[src/rtl/rr_enc_pkg.sv]
// Shared types and helpers for the round-robin 8:3 request encoder.
package rr_enc_pkg;

  localparam int N = 8;
  localparam int W = 3;

  typedef enum logic {IDLE, PRESENT} rr_state_t;

  typedef logic [N-1:0] req_vec_t;
  typedef logic [W-1:0] idx_t;

  function automatic req_vec_t onehot(input idx_t i);
    return req_vec_t'(1) << i;
  endfunction

  // Rotate right by s so that bit s lands in position 0.
  function automatic req_vec_t rotr(input req_vec_t v, input idx_t s);
    logic [2*N-1:0] dbl;
    dbl = {v, v};
    return dbl[s +: N];
  endfunction

endpackage

[src/rtl/priority_encoder8x3.sv]
// Fixed-priority 8:3 encoder, bit 0 highest; any flags a non-empty input.
module priority_encoder8x3
  import rr_enc_pkg::*;
(
  input  logic [N-1:0] in,
  output logic [W-1:0] out,
  output logic         any
);

  // Scan from the top down so the lowest set bit wins.
  always_comb begin
    out = '0;
    any = |in;
    for (int i = N - 1; i >= 0; i--) begin
      if (in[i]) out = W'(i);
    end
  end

endmodule

[src/rtl/rr_encoder8x3.sv]
// Round-robin 8:3 request encoder with valid/ready output handshake.
// Optional RR_ENC_ONEHOT_EN adds a registered one-hot grant output.
module rr_encoder8x3
  import rr_enc_pkg::*;
(
  input  logic         clk,
  input  logic         reset,
  input  logic [N-1:0] req,
  input  logic         ready,
  output logic         valid,
  output logic [W-1:0] idx,
`ifdef RR_ENC_ONEHOT_EN
  output logic [N-1:0] grant,
`endif
  output logic [N-1:0] pending
);

  rr_state_t state;
  idx_t      ptr;

  logic      fire;
  req_vec_t  cand;
  req_vec_t  rem;
  req_vec_t  pick_vec;
  req_vec_t  rot;
  idx_t      base;
  idx_t      pe_out;
  idx_t      pick;
  logic      pick_any;

  // A fresh pulse on the bit being granted survives as a new event.
  always_comb begin
    fire     = valid & ready;
    cand     = pending | req;
    rem      = (cand & ~onehot(idx)) | (req & onehot(idx));
    pick_vec = fire ? rem : cand;
    base     = fire ? idx + idx_t'(1) : ptr;
    rot      = rotr(pick_vec, base);
  end

  priority_encoder8x3 u_pe (
    .in  (rot),
    .out (pe_out),
    .any (pick_any)
  );

  assign pick = pe_out + base;

  always_ff @(posedge clk) begin
    if (reset) begin
      state   <= IDLE;
      valid   <= 1'b0;
      idx     <= '0;
      ptr     <= '0;
      pending <= '0;
`ifdef RR_ENC_ONEHOT_EN
      grant   <= '0;
`endif
    end else begin
      pending <= fire ? rem : cand;
      case (state)
        IDLE: begin
          if (pick_any) begin
            idx   <= pick;
            valid <= 1'b1;
            state <= PRESENT;
`ifdef RR_ENC_ONEHOT_EN
            grant <= onehot(pick);
`endif
          end else begin
            valid <= 1'b0;
`ifdef RR_ENC_ONEHOT_EN
            grant <= '0;
`endif
          end
        end
        PRESENT: begin
          if (fire) begin
            ptr <= idx + idx_t'(1);
            if (pick_any) begin
              idx <= pick;
`ifdef RR_ENC_ONEHOT_EN
              grant <= onehot(pick);
`endif
            end else begin
              valid <= 1'b0;
              state <= IDLE;
`ifdef RR_ENC_ONEHOT_EN
              grant <= '0;
`endif
            end
          end
        end
        default: begin
          state <= IDLE;
          valid <= 1'b0;
        end
      endcase
    end
  end

endmodule
[config.mk]
export PLATFORM = sky130hd
export DESIGN_NAME = rr_encoder8x3
export DESIGN_NICKNAME = d
export VERILOG_FILES = /design/src/rtl/rr_enc_pkg.sv /design/src/rtl/priority_encoder8x3.sv /design/src/rtl/rr_encoder8x3.sv
export SDC_FILE = /design/constraint.sdc
export NUM_CORES = 1
export LEC_CHECK = 0
export ABC_CLOCK_PERIOD_IN_PS = 4700
export CAP_MARGIN = 10
export CORE_ASPECT_RATIO = 0.9
export CORE_UTILIZATION = 53
export CTS_CLUSTER_DIAMETER = 50
export DETAILED_ROUTE_END_ITERATION = 10
export GPL_TIMING_DRIVEN = 0
export PLACE_DENSITY_LB_ADDON = 0.15
export SYNTH_ARGS = -nofsm -noshare
export SYNTH_HDL_FRONTEND = slang
export SYNTH_SLANG_ARGS = --single-unit
export TNS_END_PERCENT = 1
[constraint.sdc]
create_clock -name clk -period 4.7 [get_ports clk]
set_input_delay 0.94 -clock clk [delete_from_list [all_inputs] [get_ports clk]]
set_output_delay 0.94 -clock clk [all_outputs]
set_load 0.03 [all_outputs]
Word level (Yosys, flattened, before mapping)
Index checks and enable logic that the tools add are counted. W data, S select, Z words.

Output and inout port bits: 12. Register bits after elaboration: 16.

Bitwise gates (word level): 7. Shift-type cells: 2. Add/sub/neg operators: 2. Reduce and logical (&&, ||, !) cells: 2. Equality and inequality tests: 2. Mux-type cells: 19.

Operator list (count): $mux W3 (11); $and A8 B8 Y8 (2); $or A8 B8 Y8 (2); $shiftx A16 B4 Y8 (1); $mux W8 (1); $not A8 Y8 (1); $reduce_or A8 Y1 (1); $shl A1 B3 Y8 const A (1); $pmux W3 S2 (1); $mux W1 (4); $pmux W1 S2 (2); $add A3 B1 Y3 const B (1); $add A3 B3 Y3 (1); $ne A2 B1 Y1 const B (1); $ne A2 B2 Y1 const B (1); $reduce_and A2 Y1 (1); $and A1 B1 Y1 (1); $not A1 Y1 (1).

Depth between registers and ports, before layout
Gate-level depths: netlist of the first run.

Depth after elaboration: 18. Depth in mapped cells: 17. Gate-level depth less buffers: 16.

By module
A second synthesis of the first run with hierarchy kept.

Cell total of the unflattened synthesis: 125. Area total of the unflattened synthesis: 1126.1 µm².

By module, submodules not included: rr_encoder8x3 (cells each 112, times used 1, sequential area each 320.3 µm², area an instance 1044.8 µm²); priority_encoder8x3 (cells each 13, times used 1, sequential area each 0.0 µm², area an instance 81.3 µm²).

Least setup slack after synthesis of the first run
No wires, ideal clock.

Path kind: input -> register. Start point: input ready. End point: register idx[2]. Stages on the path: 16. Data required time: 4.584 ns. Data arrival time: 3.443 ns. Setup time: 0.116 ns. Slack: 1.141 ns. Buffers on the path: 2. Cell sequence: buf_6 and3_4 nor2_8 buf_12 mux2i_1 mux2i_1 o21ai_1 o211ai_1 a221oi_2 ha_1 inv_1 fa_1 inv_1 a31o_2 a31oi_1 a31o_1.

Cells in the longest elaborated chain, start to end: 15. Elaborated cells on any way between the ends: 18. Those cells by class: add/sub: 1; eq/ne: 1; shift: 1; mux: 13; bitwise: 1; reduce/logical: 1.

RTL lines: start: declaration (RTL line rr_encoder8x3.sv:9) `input logic ready,`; $and A1 B1 Y1 (*) (RTL line rr_encoder8x3.sv:33) `fire = valid & ready;`; $mux W8 / $mux W3 (equally long branches); $shiftx A16 B4 Y8 (RTL line rr_enc_pkg.sv:20) `return dbl[s +: N];`; $mux W3 (8 in a row) (RTL line priority_encoder8x3.sv:15) `if (in[i]) out = W'(i);`; $add A3 B3 Y3 (RTL line rr_encoder8x3.sv:47) `assign pick = pe_out + base;`; $mux W3 (RTL line rr_encoder8x3.sv:63, rr_encoder8x3.sv:80); $mux W3 (RTL line rr_encoder8x3.sv:78) `if (fire) begin`; $pmux W3 S2 (RTL line rr_encoder8x3.sv:61) `case (state)`; end signal: assignment (RTL line rr_encoder8x3.sv:64) `idx <= pick;`; end signal: assignment (RTL line rr_encoder8x3.sv:81) `idx <= pick;`; end: declaration (RTL line rr_encoder8x3.sv:11) `output logic [W-1:0] idx,`.

Every way passes the cells marked *; elsewhere a longest branch is shown, timed or not. The select of a mux whose other input is x is not followed. A chain may end at the register's enable or synchronous reset.

Worst setup path after layout of the first run
Start point: register idx[0]. End point: register idx[2].

Cells in the longest elaborated chain, start to end: 18. Elaborated cells on any way between the ends: 22. Those cells by class: add/sub: 2; shift: 2; mux: 13; bitwise: 4; reduce/logical: 1.

RTL lines (RTL line): branches (longest 15 deep; another with $add A3 B1 Y3); $mux W3 (*) (rr_encoder8x3.sv:63, rr_encoder8x3.sv:80); $mux W3 (rr_encoder8x3.sv:78); $pmux W3 S2 (*) (rr_encoder8x3.sv:61).

Every way passes the cells marked *. The select of a mux whose other input is x is not followed.

==> reports/metrics.csv, run 1 <==
metric,value,unit
status,"complete, no violations",
pwr-share-comb,47.6,%
h-tree-depth,1,
totalWireLength,3539,µm
vias,1286,
cts_num_sinks,16,
synth_seq_cells,16,
n_antenna_cell,0,
cts-root-buf,clkbuf_4,
slew_viol_final,0,
die-area,0.002761,mm²
rr_worst_depth,17,
hold_viol,0,
arrival,4.02,ns
core,0.002282,mm²
synth_area,0.001354,mm²
ios,23,
min_period,3.819,ns
cp-start-kind,register,
place_ws,0.7339,ns
rows,16,
multi_input_area,934.6,µm²
drc,0,
dp_hpwl,2567,µm
finalNetCount,191,
synthFlopType,dfxtp_1,
ctsHoldBuffers,0,
power.internal,0.0002906,W
clkPwrFrac,19.5,%
synth_edf_count,0,
antenna_found_initial,0,
antenna_left,0,
finClkSkew,0.001024,ns
rsz0062_at_grt,no,
clk_pin_slew,0.10,ns
crit_type,reg2reg,
grt_max_degree,11,
grt_usage,26.42,%
hold_class,reg2reg,
yosys_warnings,0,
slew_headroom,56.23,%
cp_max_fo,10,
grt_overflow_total,0,
area_delta_synth_final,19.96,%
ys_types,49,
post_cts_resized,0,
synth_top_area_cell,dfxtp_1,
hold_depth,2,
worstPathRequired,4.90,ns
clk_path_buf_depth,2,
whs_endpoint,ptr[2],
start_util,59.32,%
grt_pass1_vias,1158,
power_density,300.9,mW/mm²
synthTopCellsByArea,"dfxtp_1 (24%), ha_1 (6.5%), mux2i_1 (5.9%), a21oi_2 (5.2%), nor2_1 (4.4%)",
die_height,49.95,µm
tritoncts,done,
synth.top_cells.by_count,"dfxtp_1 (16), nor2_1 (16), a21oi_2 (8), mux2i_1 (8)",
synthArstFlopShare,0,%
p_sw_share,40.54,%
seq_area,320.3,µm²
fin_setup_tns,0,ns
syn_nets,166,
firstDrtPassIters,5,
io_buffers,20,
ys_seq_area_share,23.66,%
layout_setup_ws,0.8812,ns
max_freq,261.9,MHz
die_w,55.28,µm
n_fill_cell,180,
synth_top_cell_area_share,23.66,%
rrSetupSlack,0.88,ns
hold_path.startpoint,ptr[2],
seqPwrFrac,32.9,%
post_cts_buffers,0,
p_sw,0.0001981,W
rr_startpoint,idx[0],
synth_area_per_cell,9.210,µm²
grt_pass1_wl,5637,µm
drt_iter0_drc,58,
max_slew.worst_pin.slew,0.6522,ns
setup_viol,0,
setup.worst_path.end_class,register,
finalCritPeriodShare,81.25,%
reg2reg_to,idx[2],
syn_inst,147,
globalplace.congestion,0.8995,
wl_per_cell,17.87,µm
cts_made_buffers,3,
power.leakage,0.6069,nW
via_per_inst,6.495,
peakVddDrop,0.0002091,V
drive_gt1_share,21.64,%
cap_violations,0,
insertion_delay,0.30,ns
[area by class of cell]
class / count / area share (%)
multi-input cells: 116 / 57.55
flip-flops and latches: 16 / 19.72
repair buffers: 20 / 12.33
plain buffers: 8 / 4.468
clock buffers: 4 / 2.234
well taps: 27 / 2.080
inverters: 7 / 1.618
[worst max path at each step]
| stage | start | to | slack [ns] |
|---|---|---|---|
| 2_1_floorplan | ready | idx[2] | 1.14 |
| 3_3_place_gp | req[0] | idx[2] | 0.81 |
| 3_5_place_dp | req[0] | idx[2] | 0.73 |
| 4_1_cts | idx[0] | idx[2] | 0.92 |
| 5_1_grt | idx[0] | idx[2] | 0.65 |
| 6_report | idx[0] | idx[2] | 0.88 |
[cell families (layout without fill, tap and decap cells)]
group | after synthesis | in the layout | synth area share (%)
compound gates | 47 | 47 | 30.22
buf+inv | 15 | 39 | 7.301
simple gates | 50 | 50 | 21.81
fa+ha+maj | 8 | 8 | 7.948
flops | 16 | 16 | 23.66
mux | 11 | 11 | 9.057
[sequential cells by signal, summed over array words and instances, names as in the netlist]
register / flops
state: 1
pending: 8
idx: 3
ptr: 3
valid: 1
[per-layer routing]
layer | GRT usage, % | up-vias | routed length, µm
li1 | - | 605 | -
met1 | 33.55 | 614 | 1472
met2 | 44.38 | 59 | 1746
met3 | 6.562 | 8 | 286
met4 | 7.500 | 0 | 34
met5 | 0 | - | 0
[power by group through the flow]
stage	Sequential, W	Clock [W]	Combinational, W
floorplan	0.000179	0	0.000149
global placement	0.000163	0	0.000218
detailed placement	0.000164	0	0.000226
CTS	0.000161	0.0000969	0.000229
global route	0.000162	0.000104	0.000249
finish	0.000161	0.0000955	0.000233
[placed cells by master, fill, tap and decap left out, types with 2 or more instances in the layout]
cell type,count
a211oi_1,2
a211oi_2,3
a21bo_2,2
a21oi_1,7
a21oi_2,8
a221oi_1,2
buf_6,3
clkbuf_1,2
clkbuf_4,3
clkdlybuf4s50_1,20
dfxtp_1,16
ha_1,7
inv_1,6
mux2i_1,8
mux2i_2,2
nand2_1,7
nand3_1,4
nand4_1,6
nand4b_1,4
nor2_1,16
nor3_1,2
nor3_2,2
o211ai_1,3
o21ai_1,2
o22ai_1,7
[worst max-delay path, cell delays in order, from the launching register on]
cell	delay, ns
dfxtp_1	0.49
inv_1	0.10
ha_1	0.32
and3_4	0.20
nor2_8	0.15
buf_12	0.15
mux2i_1	0.37
mux2i_1	0.21
o21ai_1	0.12
o211ai_1	0.12
a221oi_2	0.29
ha_1	0.19
inv_1	0.06
fa_1	0.38
inv_1	0.11
a31o_2	0.11
a31oi_1	0.08
a31o_1	0.26
[metrics by stage]
| stage | power, W | util, % | hold slack, ns | instance area [µm²] | cells |
|---|---|---|---|---|---|
| finish | 0.0004888 | 71.16 | 0.5216 | 1624 | 198 |
| global route | 0.0005144 | 71.16 | 0.5674 | 1624 | 198 |
| CTS | 0.0004863 | 71.16 | 0.5259 | 1624 | 198 |
| detailed placement | 0.0003895 | 69.57 | 0.5000 | 1588 | 194 |
| global placement | 0.0003807 | 69.57 | 0.4781 | 1588 | 194 |
| floorplan | 0.0003280 | - | 0.4602 | 1354 | 147 |
No activity file was read; power rests on OpenSTA's default activity.
==> run 2, diff against run 1 <==
ABC_CLOCK_PERIOD_IN_PS = 3340   (was 4700)
CORE_UTILIZATION = 48   (was 53)
clock period = 3.34 ns   (was 4.7 ns; I/O delays follow)
==> reports/metrics.csv, run 2 (same netlist as run 1, synthesis figures left out) <==
metric,value,unit,change
max_slew.worst_pin.slew,0.6771,ns,+0.02491 ns
min_period,3.361,ns,-0.4575 ns
drt_iter0_drc,76,,+31%
cap_violations,0,,unchanged
dpl_cell_area,0.001592,mm²,+0.24%
io_buffers,20,,unchanged
core,0.002552,mm²,+12%
cp_common_cell,inv_1,,
hold_class,reg2reg,,
cts-root-buf,clkbuf_4,,
vias,1245,,-3.2%
layout_setup_ws,-0.02134,ns,-0.9025 ns
layout_commonest_cell,clkdlybuf4s50_1,,
totalWireLength,3440,µm,-2.8%
insertion_delay,0.30,ns,about the same
status,"finished, violations left",,
clk_pin_slew,0.10,ns,about the same
reg2reg_to,idx[2],,
finalCritPeriodShare,100.6,%,+19 points
grt_max_degree,11,,unchanged
drive_gt1_share,28.16,%,+6.5 points
antenna_found_initial,0,,unchanged
worstPathRequired,3.55,ns,-1.35 ns
ios,23,,unchanged
fin_area,0.001697,mm²,+4.5%
cp_max_fo,10,,unchanged
via_per_inst,6.163,,-5.1%
antenna_left,0,,unchanged
hold_depth,2,,unchanged
slowest_stage,dfxtp_4,,
dp_hpwl,2524,µm,-1.7%
largest_register,pending,,
cts_num_sinks,16,,unchanged
grt_overflow_total,0,,unchanged
cp_cell_sequence,inv_1 -> ha_1 -> and3_4 -> nor2_8 -> buf_12 -> mux2i_4 -> mux2_4 -> o21ai_1 -> o211ai_1 -> a221oi_2 -> ha_2 -> inv_1 -> fa_2 -> inv_2 -> a31o_2 -> a31oi_1 -> a31o_1,,
power_density,416.6,mW/mm²,+38%
setup_viol,1,,+1
globalplace.congestion,0.8481,,-5.7%
firstDrtPassIters,4,,-1
slew_headroom,54.56,%,-1.7 points
hold_viol,0,,unchanged
tritoncts,done,,
crit_type,reg2reg,,
largest_reg_flops,8,,unchanged
final_cell_mix,"clkdlybuf4s50_1 (20), nor2_1 (16), dfxtp_1 (14)",,
finClkSkew,0.006368,ns,+0.005344 ns
clk_path_buf_depth,2,,unchanged
peakVddDrop,0.0002800,V,+34%
drc,0,,unchanged
grt_usage,24.58,%,-1.8 points
die-area,0.003037,mm²,+10%
rr_worst_depth,17,,unchanged
start_util,53.04,%,-6.3 points
rr_startpoint,idx[0],,
whs_endpoint,ptr[2],,
setup.worst_path.end_class,register,,
arrival,3.57,ns,-0.45 ns
place_ws,-0.2749,ns,-1.009 ns
die_height,52.38,µm,+4.9%
cp-start-kind,register,,
finalNetCount,194,,+1.6%
cts_made_buffers,3,,unchanged
hold_path.startpoint,ptr[2],,
violations,negative setup slack,,
slew_viol_final,0,,unchanged
power.leakage,0.6152,nW,+1.4%
max_freq,297.5,MHz,+14%
grt_pass1_wl,5478,µm,-2.8%
rows,17,,+1
cpPeakStageDelay,0.40,ns,-0.09 ns
grt_pass1_vias,1193,,+3.0%
h-tree-depth,1,,unchanged
rrSetupSlack,-0.02,ns,-0.90 ns
wl_per_cell,17.03,µm,-4.7%
area_delta_synth_final,25.32,%,
n_antenna_cell,0,,unchanged
rsz0062_at_grt,yes,,
reg_top3,"pending x8, idx x3, ptr x3",,
die_w,57.98,µm,+4.9%
n_fill_cell,193,,+7.2%
-- run 2: changes by cell type in the layout (fill, tap and decap cells not counted), sizes merged --
cell  before  now
buf        6    9
-- run 2: cell type report --
type,count,area (µm²),area share (%)
inverters,7,26.28,1.549
multi-input cells,116,975.9,57.52
clock buffers,4,36.28,2.139
repair buffers,23,222.7,13.13
plain buffers,8,72.57,4.277
flip-flops and latches,16,327.8,19.32
well taps,28,35.03,2.065
-- run 2: stage by stage --
| step | utilization (%) | hold slack [ns] | TNS, ns | std cells | power, W |
|---|---|---|---|---|---|
| floorplan | - | 0.4602 | 0 | 147 | 0.0004626 |
| global placement | 62.35 | 0.4791 | -0.2329 | 195 | 0.0005369 |
| detailed placement | 62.35 | 0.4967 | -0.2749 | 195 | 0.0005439 |
| CTS | 66.03 | 0.5169 | 0 | 202 | 0.0007051 |
| global route | 66.47 | 0.5490 | -0.1347 | 202 | 0.0007469 |
| finish | 66.47 | 0.5091 | -0.02134 | 202 | 0.0007068 |
-- run 2: per-layer routing --
| metal | track usage (%) | routed length (µm) | up-vias |
|---|---|---|---|
| met5 | 0 | 0 | - |
| met4 | 6.746 | 47 | 0 |
| met3 | 5.432 | 259 | 6 |
| met2 | 42.72 | 1675 | 48 |
| met1 | 30.61 | 1458 | 583 |
| li1 | - | - | 608 |
-- run 2: what timing repair did --
item                       4_1_cts  5_1_grt
hold endpoints to repair         0        0
resized for setup                9        2
pin swaps                        3        0
setup endpoints to repair        1        1
buffers inserted                 3        0
hold buffers                     0        0
-- run 2: how the worst max path moves through the flow --
stage                 from  endpoint  slack [ns]  cells after the start
finish              idx[0]    idx[2]       -0.02                     17
global route        idx[0]    idx[2]       -0.13                     17
detailed placement  req[0]    idx[2]       -0.27                     14
CTS                 idx[0]    idx[2]        0.03                     16
floorplan           idx[0]    idx[2]        0.01                     17
global placement    req[0]    idx[2]       -0.23                     14
-- run 2: power breakdown --
part	switching (W)	total [W]	internal, W
sequential	0.0000180	0.000227	0.000209
combinational	0.000194	0.000344	0.000150
clock	0.0000692	0.000136	0.0000666
-- run 2: worst max-delay path: cells and delay by family, from the launching register on --
| kind | cells | cell delay (ns) |
|---|---|---|
| simple gates | 2 | 0.29 |
| flops | 1 | 0.40 |
| fa+ha+maj | 3 | 0.85 |
| compound gates | 6 | 0.93 |
| buf+inv | 4 | 0.35 |
| mux | 2 | 0.48 |
==> run 3, diff against run 2 <==
--- a/config.mk
+++ b/config.mk
@@ -9,4 +9,5 @@
 export CAP_MARGIN = 10
 export CORE_ASPECT_RATIO = 0.9
+export CORE_MARGIN = 3
 export CORE_UTILIZATION = 48
 export CTS_CLUSTER_DIAMETER = 50
==> constraint.sdc (replaced) <==
create_clock -name clk -period 3.34 [get_ports clk]
set_input_delay 0.334 -clock clk [delete_from_list [all_inputs] [get_ports clk]]
set_output_delay 0.334 -clock clk [all_outputs]
set_load 0.03 [all_outputs]
==> reports/metrics.csv, run 3 (same netlist as run 1, synthesis figures left out) <==
metric,value,unit,change
path_buf_inv,2,,-2
final_cell_mix,"clkdlybuf4s50_1 (20), nor2_1 (16), dfxtp_1 (14)",,
die_height,56.38,µm,+7.6%
reg_top3,"pending x8, idx x3, ptr x3",,
drive_gt1_share,31.64,%,+3.5 points
finalCritPeriodShare,100.6,%,about the same
cp-start-kind,register,,
die-area,0.003494,mm²,+15%
layout_setup_ws,-0.01873,ns,+0.002618 ns
grt_pass1_vias,1307,,+9.6%
core,0.002574,mm²,+0.83%
grt_util_met1,29.15,%,-1.5 points
area_delta_synth_final,31.70,%,
p_sw,0.0002919,W,+3.8%
clk_path_buf_depth,2,,unchanged
power.leakage,0.6387,nW,+3.8%
drc,0,,unchanged
dpl_cell_area,0.001604,mm²,+0.79%
cts-root-buf,clkbuf_4,,
power.internal,0.0004171,W,-2.0%
worst_hold_slack,0.4288,ns,-0.08039 ns
totalWireLength,3728,µm,+8.4%
seqPwrFrac,32.4,%,+0.2 points
rrSetupSlack,-0.02,ns,about the same
min_period,3.359,ns,-0.002618 ns
fin_area,0.001783,mm²,+5.1%
finalNetCount,198,,+2.1%
dp_hpwl,2629,µm,+4.2%
largest_register,pending,,
power_density,397.7,mW/mm²,-4.5%
cp_max_fo,5,,-5
drt_iter0_drc,76,,unchanged
crit_family,compound AO/OA/AOI/OAI gates,,
fin_util,69.28,%,+2.8 points
clkPwrFrac,14.8,%,-4.4 points
hold_path.startpoint,reset,,
rows,17,,unchanged
rr_startpoint,idx[0],,
violations,negative setup slack,,
arrival,3.55,ns,-0.02 ns
ctsHoldBuffers,0,,unchanged
insertion_delay,0.29,ns,about the same
layout_commonest_cell,clkdlybuf4s50_1,,
setup_viol,1,,unchanged
cts_num_sinks,16,,unchanged
die_w,61.98,µm,+6.9%
reg2reg_to,idx[2],,
pwr-share-comb,52.8,%,+4.2 points
place_ws,-0.2601,ns,+0.01474 ns
cpPeakStageDelay,0.41,ns,about the same
p_sw_share,41.18,%,+1.4 points
cp_common_cell,ha_1,,
status,"finished, violations left",,
hold_viol,0,,unchanged
grt_usage,23.13,%,-1.5 points
firstDrtPassIters,4,,unchanged
antenna_left,0,,unchanged
wl_per_cell,17.34,µm,+1.8%
ios,23,,unchanged
worstPathRequired,3.53,ns,-0.02 ns
rr_worst_depth,16,,-1
largest_reg_flops,8,,unchanged
crit_type,reg2reg,,
cts_made_buffers,3,,unchanged
slowest_stage,dfxtp_4,,
slew_viol_final,0,,unchanged
antenna_found_initial,0,,unchanged
gr-usage-met3,7.126,%,+1.7 points
clk_pin_slew,0.10,ns,about the same
globalplace.congestion,0.8294,,-2.2%
start_util,52.60,%,-0.44 points
peakVddDrop,0.0002761,V,-1.4%
setup.worst_path.end_class,register,,
tritoncts,done,,
max_freq,297.7,MHz,about the same
grt_pass1_wl,6113,µm,+12%
vias,1308,,+5.1%
whs_endpoint,state,,
n_fill_cell,217,,+12%
grt_max_degree,11,,unchanged
grt_util_met2,36.69,%,-6.0 points
n_antenna_cell,0,,unchanged
rsz0062_at_grt,yes,,
cp_cell_sequence,ha_1 -> ha_1 -> nand3_1 -> a21oi_4 -> mux2i_4 -> mux2_4 -> o21ai_2 -> o211ai_1 -> a221oi_2 -> ha_2 -> inv_1 -> fa_2 -> inv_2 -> a31o_4 -> a31oi_1 -> a31o_1,,
slew_headroom,54.67,%,+0.11 points
io_buffers,20,,unchanged
hold_depth,2,,unchanged
finClkSkew,0.007101,ns,+0.0007332 ns
fin_setup_tns,-0.01873,ns,+0.002618 ns
grt_busiest_layer,met2,,
cap_violations,0,,unchanged
grt_overflow_total,0,,unchanged
via_per_inst,6.084,,-1.3%
h-tree-depth,1,,unchanged
hold_class,in2reg,,
max_slew.worst_pin.slew,0.6754,ns,-0.001695 ns
[run 3: stage by stage]
stage | power, W | instances
final | 0.0007090 | 215
after global routing | 0.0007479 | 215
after CTS | 0.0006945 | 215
after detailed placement | 0.0005485 | 205
after global placement | 0.0005376 | 205
after floorplan | 0.0004626 | 147
[run 3: layout make-up]
type | count | area [µm²] | share of cell area (%)
inverters | 7 | 28.78 | 1.614
flip-flops and latches | 16 | 327.8 | 18.39
clock buffers | 3 | 22.52 | 1.263
plain buffers | 8 | 72.57 | 4.070
well taps | 38 | 47.55 | 2.667
multi-input cells | 116 | 1031 | 57.82
repair buffers | 27 | 252.7 | 14.18
[run 3: what timing repair did]
item | in CTS | in global routing
cloned | 0 | 0
gates resized for setup | 14 | 7
pin swaps | 5 | 6
buffers inserted | 7 | 0
setup endpoints to repair | 1 | 1
[run 3: worst max path at each step]
stage,end,from,slack (ns),cells past startpoint
floorplan,idx[2],idx[0],0.01,17
global placement,idx[2],idx[0],-0.1,17
detailed placement,idx[2],idx[0],-0.26,17
CTS,idx[2],idx[0],0.001,17
global route,idx[2],idx[0],-0.19,16
finish,idx[2],idx[0],-0.02,16
[run 3: power by group through the flow]
stage / sequential [W] / clock, W / combinational, W
3_3_place_gp: 0.000230 / 0 / 0.000307
5_1_grt: 0.000233 / 0.000114 / 0.000401
3_5_place_dp: 0.000232 / 0 / 0.000317
6_report: 0.000230 / 0.000105 / 0.000374
2_1_floorplan: 0.000253 / 0 / 0.000210
4_1_cts: 0.000227 / 0.000108 / 0.000360
[run 3: layer usage]
layer / vias up / share of wire, %
met5: - / 0
met4: 0 / 2.8
met3: 13 / 8.4
met2: 57 / 48
met1: 623 / 41
li1: 615 / -
==> edit 1: new RTL, flow settings as in run 1 <==
Set the package constant `N` to 16 (it was 8).
--- a/src/rtl/rr_enc_pkg.sv
+++ b/src/rtl/rr_enc_pkg.sv
@@ -3,3 +3,3 @@
 
-  localparam int N = 8;
+  localparam int N = 16;
   localparam int W = 3;
Interface: changed (resized pending and req); port bits go from 23 to 39. The function was not compared with the original's and may differ.
==> edit 1 against run 1 <==
Hold slack got worse by 25 ps. Cell count rose by 64%. Routed wire length rose by 62%. Cell area rose by 53%. Non-clock buffer count rose by 23. Sequential cell count rose by 8. Critical path depth rose by 1. Synthesized area rose by 47%. Die area rose by 45%. First-iteration DRC count rose to 3.3 times the old value. Worst setup slack got worse by 490 ps. Power rose by 51%.
==> edit 1: results (changes against run 1) <==
Clock network
In this run the clock root is driven by a clkbuf_8. The clock insertion delay at the later pin of the skew report is 270 ps (-30 ps). The H-tree depth reported by CTS is 1 (unchanged). The post-CTS setup repair buffer count is 0 (unchanged).

The CTS tree is yes.

Routing
The detailed-router iteration count before antenna repair came to 4 (-1). The post-detailed-route wirelength per cell came to 17.7 um (-0.93%). The detail-routed via count per cell is 6.37 (-1.9%). The via total after detailed routing is 2065 (+61%).

Global routing
The met3 routing resource usage after global routing is 4.77% (-1.8 points). The overall routing resource usage is 30.8% (+4.4 points). The via count of the first global-routing pass is 1939 (+67%).

The met1 routing resource usage after global routing is 42.5% (+9.0 points). The wire length of the first global-routing pass was 9240 um (+64%). The met2 track utilization from global routing is 49.5% (+5.1 points).

The pin count of the biggest net entering global routing came to 15 (+4).

Logic synthesis
The sequential fraction of the synthesis area is 24.1% (+0.48 points). The post-synthesis cell type count is 62 (+27%). The commonest cells after synthesis are nor2_1 (34), dfxtp_1 (24), a211oi_1 (16), a21oi_1 (16), nor4_1 (10). The mean area per synthesized cell is 8.33 um^2 (-9.6%). The Yosys warning count is 0 (unchanged). The number of nets in the synthesized netlist is 266 (+60%).

Yosys attributes the largest share of cell area to dfxtp_1 (24%), nor2_1 (6.4%), a211oi_1 (6.0%), mux2i_1 (4.5%), ha_1 (4.4%).

Placed design
The weighted congestion reported at the end of routability-driven placement is 0.954 (+6.0%). The number of cells after detailed placement is 320 (+65%). The number of buffers added on ports is 37 (+85%).

Timing
The worst max-slew margin expressed relative to the limit is 60.1% (+3.8 points). The worst clock skew on the final layout came to 2.31 ps (+1.28 ps).

Power
The leakage dissipation came to 0.948 nW (+56%). The maximum ir drop on the vdd rail was 0.215 mV (+2.9%).

Setup path
The slack of the worst reg-to-reg path is 390 ps (-490 ps). The depth of the most critical reg-to-reg path came to 18 (+1). The critical path arrival is 4500 ps (+480 ps).

Run status
The run finished with clean final reports.

Layout
The largest registers in the layout are pending: 16 flops, idx: 3 flops, ptr: 3 flops. The count of filler cells inserted in the layout is 286 (+59%). The count of nets after finishing is 308 (+61%).
## edit 1: changes by cell type in the layout (fill, tap and decap cells not counted), sizes merged, moves of 6 or more
cell and delta:
nor4 +11, a21oi +7, dfxtp +8, clkdlybuf4s50 +17, nor2 +17, a211oi +10
and3 +6
## edit 1: routing by layer
| metal | wire, um | vias to the layer above |
|---|---|---|
| li1 | - | 1009 |
| met1 | 2670 | 976 |
| met2 | 2650 | 69 |
| met3 | 332 | 11 |
| met4 | 82 | 0 |
| met5 | 0 | - |
## edit 1: cell families (layout without fill, tap and decap cells)
family                     after synthesis  count (layout)  share of synthesized area (%)
AOI/OAI and AO/OA                       85              85                           33.1
xor gates and xnor gates                 2               2                          0.880
adders and majority gates                8               8                           5.41
buffers and inverters                   19              60                           5.59
DFF                                     24              24                           24.1
muxes                                   11              11                           5.78
and+or+nand+nor                         90              90                           25.1
## edit 1: stage by stage
stage	hold WS, ps	setup slack (ps)	instance area, um^2
after CTS	505	415	2490
after detailed placement	482	261	2420
after global routing	537	139	2490
final	496	393	2490
after floorplan	460	714	1990
after global placement	475	363	2420
## edit 1: final cells by class
| cell class | instances | area [um^2] | share of cell area [%] |
|---|---|---|---|
| multi-input combinational | 196 | 1400 | 56.2 |
| sequential | 24 | 480 | 19.3 |
| timing repair buffer | 37 | 370 | 14.9 |
| buffer | 14 | 91.3 | 3.67 |
| tap | 44 | 55.1 | 2.21 |
| clock buffer | 3 | 41.3 | 1.66 |
| clock inverter | 1 | 30.0 | 1.21 |
| inverter | 5 | 20.0 | 0.805 |
## edit 1: worst paths after layout
path                            startpoint          to
worst min-delay path            pending[9]  pending[9]
worst max register to register      idx[0]      idx[2]
worst min register to register  pending[9]  pending[9]
worst max-delay path                idx[0]      idx[2]
## edit 1: worst max-delay path: cells and delay by family, from the launching register on
kind | cells | cell delay (ps)
AO/OA/AOI/OAI | 7 | 1570
XOR/XNOR | 2 | 320
buffers and inverters | 3 | 470
AND/OR/NAND/NOR | 3 | 490
adder cells (fa/ha/maj) | 3 | 890
flip-flops | 1 | 490
## edit 1: power by group
| group | leakage (nW) | internal (mW) | switching [mW] | total [mW] |
|---|---|---|---|---|
| Sequential | 0.200 | 0.219 | 0.0158 | 0.235 |
| Combinational | 0.712 | 0.129 | 0.189 | 0.319 |
| Clock | 0.0357 | 0.114 | 0.0704 | 0.184 |
| Total | 0.948 | 0.463 | 0.276 | 0.738 |
==> edit 2: new RTL, settings of run 1 <==
Without the edit above. Take the reset off `pending` and load it in a clocked block of its own.
--- a/src/rtl/rr_encoder8x3.sv
+++ b/src/rtl/rr_encoder8x3.sv
@@ -54,3 +54,2 @@
       ptr     <= '0;
-      pending <= '0;
 `ifdef RR_ENC_ONEHOT_EN
@@ -59,3 +58,2 @@
     end else begin
-      pending <= fire ? rem : cand;
       case (state)
@@ -101,2 +99,6 @@
 
+  always_ff @(posedge clk) begin
+    pending <= fire ? rem : cand;
+  end
+
 endmodule
Behaviour: not the same (Yosys sat finds a counterexample within 4 cycles, from zero or initial values and one cycle with reset high).
==> edit 2 against run 1 <==
Worst setup slack better by 100 ps. Routed wire length down 13%. Sequential cell count unchanged. Via count down 4.7%. Power down 25%. Combinational power down 46%. Synthesized cell count down 0.68%. Synthesized area down 5.9%. Register-to-register slack better by 140 ps. Sequential share of layout area up 1.0 points. Cell area down 4.9%. Hold slack worse by 14 ps. First-iteration DRC count down 31%. Critical path type is now in -> reg. Largest cell class unchanged.
==> edit 2: results (changes against run 1) <==
Run status
The run finished with clean final reports.

Global routing
The pin count of the biggest net entering global routing came to 11 (unchanged). The overall routing resource usage is 25.0% (-1.4 points). The wire length of the first global-routing pass came to 4800 um (-15%). The via count of the first global-routing pass came to 1070 (-7.6%).

Clock network
The number of gates resized after CTS is 0 (unchanged). The clock tree buffer depth is 2 (unchanged). The post-CTS setup repair buffer count is 0 (unchanged). The clock-pin slew on the worst setup and hold paths is 90 ps. The buffer cell driving the clock tree root is clkbuf_4.

Layout
The share of layout cells above drive strength 1 is 15.9% (-5.8 points). The count of inverters other than clock inverters in the layout is 14 (+7). The fraction of area in multi-input gates is 54.7% (-2.8 points).

The count of filler cells inserted in the layout is 188 (+4.4%). The area fraction of clock buffers and clock inverters is 2.35% (+0.12 points). The share of the core filled with cells in the final layout is 69.5% (-1.7 points). The layout buffer count excluding clock buffers is 27 (-3.6%). The layout multi-input combinational cell count was 109 (-6.0%).

The fraction of area in non-clock buffers is 16.6% (-0.18 points).

Placed design
The post-placement worst setup slack is 669 ps (-64.9 ps). The placed instance area came to 0.00151 mm^2 (-5.0%). The weighted congestion reported at the end of routability-driven placement is 0.912 (+1.4%). The number of cells after detailed placement was 193 (-0.52%). The half-perimeter wire length after placement is 2400 um (-6.5%).

Setup path
The largest fanout on the critical path came to 5 (-5). The slack of the worst reg-to-reg path was 1020 ps (+140 ps). The critical path arrival is 3930 ps (-90 ps). The cell with the largest stage delay on the worst path is clkdlybuf4s50_1. The delay of the slowest cell on the worst path came to 400 ps (-90 ps).

Logic synthesis
The post-synthesis cell type count is 42 (-14%). In the synthesized netlist, the cells that appear most often are dfxtp_1 (16), inv_1 (13), a21oi_1 (10), mux2i_1 (10), nand2_1 (8). The gate count after technology mapping is 146 (-0.68%). The number of nets in the synthesized netlist is 165 (-0.60%).

The sequential fraction of the synthesis area is 25.1% (+1.5 points). Yosys attributes the largest share of cell area to dfxtp_1 (25%), mux2i_1 (7.9%), ha_1 (6.9%), a21oi_1 (3.9%), inv_1 (3.8%). The Yosys warning count came to 0 (unchanged). The fraction of registers with async set/reset is 0% (unchanged).

Routing
The via total after detailed routing is 1226 (-4.7%). The violation count after the first detailed-routing iteration came to 40 (-31%). The detailed-router iteration count before antenna repair is 4 (-1). The aggregate routed wire length is 3070 um (-13%). The met1 wire length was 1290 um (-13%). The met2 layer wire length in the routed design came to 1470 um (-16%). The post-detailed-route wirelength per cell is 15.6 um (-13%). The wire length on met3 is 198 um (-31%).

Power
The relative contribution of the clock network to total power is 25.4% (+5.9 points). The overall power after layout is 0.367 mW (-25%). The leakage dissipation is 0.562 nW (-7.4%). The maximum ir drop on the vdd rail is 0.182 mV (-13%). The switching share of power is 34.2% (-6.4 points). The combinational fraction of design power is 34.0% (-14 points).

Timing
The highest clock frequency the design can meet is 0.269 GHz (+2.8%). The minimum hold slack is 507 ps (-14.2 ps). The worst clock skew on the final layout is 3.50 ps (+2.47 ps). The slew at the pin closest to its max-slew limit is 659 ps (+6.81 ps).

Floorplan
The die span in x is 53.7 um (-2.9%).
## edit 2: per-layer routing
layer	up-vias	track usage (%)
met5	-	0
met1	565	31.9
met3	15	5.66
met2	56	38.3
met4	0	13.2
li1	590	-
## edit 2: path summary, 6_finish.rpt
check,from,to,depth (start not counted)
hold / removal,ptr[2],ptr[2],2
setup reg to reg,idx[0],idx[2],16
hold reg to reg,ptr[2],ptr[2],2
setup / recovery,req[6],idx[2],13
## edit 2: logic make-up (layout without fill, tap and decap cells)
logic type	count (synthesis)	in the layout	share of synthesized area, %
fa+ha+maj	8	8	8.45
simple gates	43	43	20.3
mux	11	11	8.74
flops	16	16	25.1
buf+inv	21	45	8.55
compound gates	46	46	28.1
xor+xnor	1	1	0.688
## edit 2: worst min-delay path, cell delays in order (launching register included)
cell     delay, ps
dfxtp_1        340
mux2i_1         70
nor2_1          70
